==> config.mk <==
export PLATFORM = sky130hd
export DESIGN_NAME = pre_equ_diag_interp
export DESIGN_NICKNAME = d
export VERILOG_FILES = /design/src/rtl/pre_equ_diag_interp.sv
export SDC_FILE = /design/constraint.sdc
export NUM_CORES = 1
export LEC_CHECK = 0
export CORE_MARGIN = 3
export CORE_UTILIZATION = 37
export CTS_BUF_LIST = sky130_fd_sc_hd__clkbuf_4 sky130_fd_sc_hd__clkbuf_8
export CTS_CLUSTER_DIAMETER = 200
export DETAILED_ROUTE_END_ITERATION = 10
export PLACE_DENSITY = 0.52
export RECOVER_POWER = 100
export SYNTH_ARGS = -nofsm -noshare
export SYNTH_HDL_FRONTEND = slang
export SYNTH_SLANG_ARGS = --single-unit
==> constraint.sdc <==
create_clock -name clk -period 7.5 [get_ports clk]
set_input_delay 1.5 -clock clk [delete_from_list [all_inputs] [get_ports clk]]
set_output_delay 1.5 -clock clk [all_outputs]
set_load 0.005 [all_outputs]
==> src/rtl/pre_equ_diag_interp.sv <==
// Three-stage diagonal R/B estimator for the CFA demosaic path (bilinear, gradient-corrected,
// edge-directed) with valid/ready flow control. Define PRE_EQU_DIAG_SAT_EN to clamp RB to [0, 2^DATA_W-1].
module pre_equ_diag_interp #(
    parameter int DATA_W = 12,
    localparam int OUT_W = DATA_W + 2
) (
    input  logic                     clk,
    input  logic                     rst,
    input  logic                     in_valid,
    output logic                     in_ready,
    input  logic [1:0]               mode,
    input  logic [DATA_W-1:0]        G_c,
    input  logic [DATA_W-1:0]        G_m1_m1,
    input  logic [DATA_W-1:0]        G_m1_p1,
    input  logic [DATA_W-1:0]        G_p1_m1,
    input  logic [DATA_W-1:0]        G_p1_p1,
    input  logic [DATA_W-1:0]        RB_m1_m1,
    input  logic [DATA_W-1:0]        RB_m1_p1,
    input  logic [DATA_W-1:0]        RB_p1_m1,
    input  logic [DATA_W-1:0]        RB_p1_p1,
    output logic                     out_valid,
    input  logic                     out_ready,
    output logic signed [OUT_W-1:0]  RB
);

    function automatic logic [DATA_W-1:0] round_div4(input logic [DATA_W+1:0] s);
        return DATA_W'((s + (DATA_W+2)'(2)) >> 2);
    endfunction

    function automatic logic [DATA_W-1:0] round_div2(input logic [DATA_W:0] s);
        return DATA_W'((s + (DATA_W+1)'(1)) >> 1);
    endfunction

    function automatic logic [DATA_W-1:0] abs_diff(input logic [DATA_W-1:0] a,
                                                   input logic [DATA_W-1:0] b);
        return (a >= b) ? (a - b) : (b - a);
    endfunction

    // |2*gc - a - b| never exceeds 2*(2^DATA_W-1), so DATA_W+1 bits suffice.
    function automatic logic [DATA_W:0] lap_abs(input logic [DATA_W-1:0] gc,
                                                input logic [DATA_W-1:0] a,
                                                input logic [DATA_W-1:0] b);
        logic [DATA_W+1:0] two_gc;
        logic [DATA_W+1:0] gs;
        two_gc = {1'b0, gc, 1'b0};
        gs     = {2'b00, a} + {2'b00, b};
        return (DATA_W+1)'((two_gc >= gs) ? (two_gc - gs) : (gs - two_gc));
    endfunction

`ifdef PRE_EQU_DIAG_SAT_EN
    localparam logic signed [OUT_W-1:0] PIX_MAX = $signed({2'b00, {DATA_W{1'b1}}});

    function automatic logic signed [OUT_W-1:0] saturate(input logic signed [OUT_W-1:0] v);
        if (v[OUT_W-1])
            return '0;
        else if (v > PIX_MAX)
            return PIX_MAX;
        else
            return v;
    endfunction
`endif

    logic advance;

    logic              vld_p1;
    logic [DATA_W+1:0] srb_p1, sg_p1;
    logic [DATA_W:0]   prb_a_p1, prb_b_p1, pg_a_p1, pg_b_p1;
    logic [DATA_W-1:0] drb_a_p1, drb_b_p1;
    logic [DATA_W:0]   lap_a_p1, lap_b_p1;
    logic [DATA_W-1:0] gc_p1;
    logic [1:0]        mode_p1;

    logic              vld_p2;
    logic [DATA_W-1:0] base_p2, corr_p2, gc_p2;
    logic              use_corr_p2;

    logic [DATA_W-1:0] base_d, corr_d;
    logic              use_corr_d;
    logic [DATA_W+1:0] d_a, d_b;
    logic signed [OUT_W-1:0] raw_d, rb_d;

    assign advance  = out_ready | ~out_valid;
    assign in_ready = advance;

    // Stage 2 selection: mode 3 falls into the default (bilinear) arm.
    always_comb begin
        d_a        = {2'b00, drb_a_p1} + {1'b0, lap_a_p1};
        d_b        = {2'b00, drb_b_p1} + {1'b0, lap_b_p1};
        base_d     = round_div4(srb_p1);
        corr_d     = round_div4(sg_p1);
        use_corr_d = 1'b0;
        case (mode_p1)
            2'd1: use_corr_d = 1'b1;
            2'd2: begin
                use_corr_d = 1'b1;
                if (d_a < d_b) begin
                    base_d = round_div2(prb_a_p1);
                    corr_d = round_div2(pg_a_p1);
                end else if (d_b < d_a) begin
                    base_d = round_div2(prb_b_p1);
                    corr_d = round_div2(pg_b_p1);
                end
            end
            default: ;
        endcase
    end

    // Stage 3 arithmetic: base + G_c - corrG spans -(2^DATA_W-1)..2*(2^DATA_W-1), fits OUT_W.
    always_comb begin
        if (use_corr_p2)
            raw_d = $signed({2'b00, base_p2}) + $signed({2'b00, gc_p2}) - $signed({2'b00, corr_p2});
        else
            raw_d = $signed({2'b00, base_p2});
`ifdef PRE_EQU_DIAG_SAT_EN
        rb_d = saturate(raw_d);
`else
        rb_d = raw_d;
`endif
    end

    always_ff @(posedge clk or negedge rst) begin
        if (!rst) begin
            vld_p1      <= 1'b0;
            srb_p1      <= '0;
            sg_p1       <= '0;
            prb_a_p1    <= '0;
            prb_b_p1    <= '0;
            pg_a_p1     <= '0;
            pg_b_p1     <= '0;
            drb_a_p1    <= '0;
            drb_b_p1    <= '0;
            lap_a_p1    <= '0;
            lap_b_p1    <= '0;
            gc_p1       <= '0;
            mode_p1     <= '0;
            vld_p2      <= 1'b0;
            base_p2     <= '0;
            corr_p2     <= '0;
            gc_p2       <= '0;
            use_corr_p2 <= 1'b0;
            out_valid   <= 1'b0;
            RB          <= '0;
        end else if (advance) begin
            // Stage 1: sums, pair sums and per-diagonal gradients.
            vld_p1   <= in_valid;
            srb_p1   <= {2'b00, RB_m1_m1} + {2'b00, RB_m1_p1} + {2'b00, RB_p1_m1} + {2'b00, RB_p1_p1};
            sg_p1    <= {2'b00, G_m1_m1} + {2'b00, G_m1_p1} + {2'b00, G_p1_m1} + {2'b00, G_p1_p1};
            prb_a_p1 <= {1'b0, RB_m1_m1} + {1'b0, RB_p1_p1};
            prb_b_p1 <= {1'b0, RB_m1_p1} + {1'b0, RB_p1_m1};
            pg_a_p1  <= {1'b0, G_m1_m1} + {1'b0, G_p1_p1};
            pg_b_p1  <= {1'b0, G_m1_p1} + {1'b0, G_p1_m1};
            drb_a_p1 <= abs_diff(RB_m1_m1, RB_p1_p1);
            drb_b_p1 <= abs_diff(RB_m1_p1, RB_p1_m1);
            lap_a_p1 <= lap_abs(G_c, G_m1_m1, G_p1_p1);
            lap_b_p1 <= lap_abs(G_c, G_m1_p1, G_p1_m1);
            gc_p1    <= G_c;
            mode_p1  <= mode;
            // Stage 2: rounded averages and (base, corrG) selection.
            vld_p2      <= vld_p1;
            base_p2     <= base_d;
            corr_p2     <= corr_d;
            gc_p2       <= gc_p1;
            use_corr_p2 <= use_corr_d;
            // Stage 3: registered output.
            out_valid <= vld_p2;
            RB        <= rb_d;
        end
    end

endmodule

==> summary.txt <==
Timing
  – Worst setup margin: 964 ps
  – Fin Setup TNS: 0 ps
  – Fmax: 153 MHz
  – Hold Slack: approximately 470 ps
  – RSZ-0062 raised after global routing: no
  – Fin. max-slew vios: roughly 480
  – Worst slew pin tran: 5070 ps
  – Final Cycle Share: ~87%
  – Hold Fails Final Rpt: 0
  – Final Skew: 25.1 ps
  – Rel. slew slack: -238%
  – Setup Viol. Count Final: 0
  – Fin crit period: around 6500 ps

Placement
  – IO Port Bufs: between 100 and 150
  – GP Congestion: around 0.89
  – Placed insts: 2987
  – Cell Area, Placed: 21000 um^2
  – HPWL after detailed placement: approximately 48000 um
  – DP Worst Slack: 910 ps

Setup path
  – WP data arrival: about 6900 ps
  – FF-to-FF path depth: 17
  – Critical Path End Type: register
  – Crit Path Category: register to register
  – Worst setup path start: pg_b_p1[0]$_DFFE_PN0P_
  – Critical Path RT: 7860 ps
  – R2r startpoint: pg_b_p1[0]$_DFFE_PN0P_
  – CP max FO: 15
  – Setup crit start kind: register

Global route
  – Grt ovf: 0
  – Vias in the first global route: between 15000 and 20000
  – Initial antenna violation count: 1
  – GRT busiest layer: met2
  – Met2 track demand over resource: 34.3%
  – Total track usage: 22.1%
  – Global-route met1 utilization: about a third
  – First-pass GRT wire length: 92700 um
  – Largest net degree at the start of global routing: around 180
  – Met3 Resource Use GR: 2.87%

Die
  – CORE AREA: 50700 um^2
  – DIE WIDTH: 234 um
  – Row count: 82
  – Die area: 54500 um^2
  – Initial Utilization: 37.8%
  – Io pins: 130
  – Die height: 234 um

Yosys
  – Synth Instances: 2260
  – Sequential-to-total area share from yosys stat: 25.1%
  – Async set-reset flop share out of synthesis: 100%
  – Post-Syn Area per Cell: 8.48 um^2
  – FF+latch count, synth: between 150 and 200
  – Syn Nets: between 2000 and 3000
  – EDFF count, synth: 0
  – Unique masters post-synth: 85
  – Ys Warns: 0
  – Cell Area, Synth: 19200 um^2
  – Synth Flop Type: dfrtp_1

Clocking
  – Clk sink count: ~190
  – Max clock buf depth: 2
  – # H-tree levels: 4
  – Inserted Clock Buffers: 17
  – CTS tree: done
  – Root Buffer Master: clkbuf_8
  – Clock Latency Late Sink: 530 ps
  – Postcts setup bufs: 0
  – Post-CTS sizing: 0
  – CTS hold repair buffers: 0
  – Clock slew at reported path FFs: 110 ps

Power and ir drop
  – Tot Pwr: 8.11 mW
  – Cell Pwr Density: 380 nW/um^2
  – Maximum vdd drop: 0.321 mV
  – P_leak: approximately 9.6 nW

Route
  – DRC viols: 0
  – Vias: 16200
  – WL per Instance: 19.8 um
  – Drt pass-1 iters: 6
  – Avg Vias per Cell: approximately 5.4
  – Routed WL: 59700 um
  – DRT iter0 DRCs: 1197
  – Antenna Nets Post-Route: 0

Cells and area
  – Most frequent cells in the layout: ha_1 (220), nand2_1 (201), dfrtp_1 (192), nor2_1 (192), inv_1 (187)
  – Design Area, Final: between 20000 and 25000 um^2
  – Area Growth Syn to Fin: 11.4%
  – Final cell count without fillers: 3020
  – Layout cells sized above 1: around 3.5%
  – Commonest non-fill, non-tap cell in the layout: ha_1
  – Util after Layout: 42.1%
  – Nets: 2742

Min path
  – Min-Delay Path Class: register to register
  – Worst Hold Depth: 1
  – Hold_sp: vld_p2$_DFFE_PN0P_

Run
  – Max Cap Viol: 5

Run status
  – Status: finished, violations left
  – Failing checks: capacitance limit, slew limit
==> critical path: stages, from the launching register on <==
cell and delay [ps]:
dfrtp_1 520, ha_1 290, fa_1 400, a21o_1 190, a21oi_1 220, o21bai_1 90, a21oi_1 240, o21ai_0 240
a41oi_1 330, xnor2_1 180, ha_1 280, and3_1 200, nand2_1 60, o21ai_0 100, or3_1 640, o31ai_1 1780
nor2_1 130, a2111oi_0 490
==> flip-flops by register name, summed over array words and instances, names as in the netlist <==
signal,count
lap_a_p1,12
out_valid,1
srb_p1,13
corr_p2,12
vld_p2,1
gc_p2,12
pg_b_p1,13
RB,14
prb_b_p1,12
pg_a_p1,13
sg_p1,13
drb_a_p1,12
mode_p1,2
drb_b_p1,12
lap_b_p1,12
base_p2,12
vld_p1,1
use_corr_p2,1
gc_p1,12
prb_a_p1,12
==> metal layers <==
metal / up-vias / wire length (um)
li1: 8041 / -
met1: 7859 / 30100
met2: 302 / 26600
met3: 44 / 2200
met4: 0 / 814
met5: - / 0
==> power by group <==
| group | switching [mW] | total, mW | internal, mW | leakage [nW] |
|---|---|---|---|---|
| Sequential | 0.447 | 1.93 | 1.48 | 2.24 |
| Clock | 0.432 | 0.714 | 0.282 | 0.195 |
| Combinational | 3.16 | 5.47 | 2.31 | 7.17 |
| Total | 4.04 | 8.11 | 4.08 | 9.61 |
==> cells in the mapped netlist, types with 28 or more instances <==
library cell | count | area (um^2)
xor2_1 | 70 | 613
nor3_1 | 69 | 345
a21o_1 | 49 | 368
fa_1 | 74 | 1480
ha_1 | 220 | 2750
inv_1 | 187 | 702
dfrtp_1 | 192 | 4800
clkbuf_1 | 51 | 191
xnor2_1 | 103 | 902
nor2_1 | 191 | 717
nand2_1 | 201 | 754
mux2i_1 | 33 | 330
o21ai_0 | 147 | 736
and3_1 | 34 | 213
nand3_1 | 64 | 320
a31oi_1 | 28 | 175
a21oi_1 | 170 | 851
==> cells by family (layout without fill, tap and decap cells) <==
logic type | count (synthesis) | count (layout) | share of synthesized area [%]
fa+ha+maj | 294 | 294 | 22.1
simple gates | 701 | 701 | 17.2
mux | 46 | 46 | 2.49
compound gates | 585 | 585 | 19.6
buf+inv | 269 | 356 | 5.55
other cells | 0 | 1 | 0
flops | 192 | 192 | 25.1
xor+xnor | 173 | 173 | 7.91
==> final timing paths <==
check	endpoint	slack, ps
hold / removal	out_valid$_DFFE_PN0P_	470
setup reg to reg	base_p2[4]$_DFFE_PN0P_	960
max in group asynchronous	lap_a_p1[4]$_DFFE_PN0P_	1590
hold reg to reg	out_valid$_DFFE_PN0P_	470
setup / recovery	base_p2[4]$_DFFE_PN0P_	960
min in group asynchronous	prb_a_p1[12]$_DFFE_PN0P_	3030
==> layout make-up <==
cell class	instances	area [um^2]
Tap cell	672	841
Sequential cell	192	4800
Timing Repair Buffer	136	1330
Fill cell	5180	29300
Multi-Input combinational cell	1799	13200
Antenna cell	1	2.50
Clock buffer	18	248
Clock inverter	14	158
Inverter	188	711
Note: power is estimated with default switching activity, not from simulation.
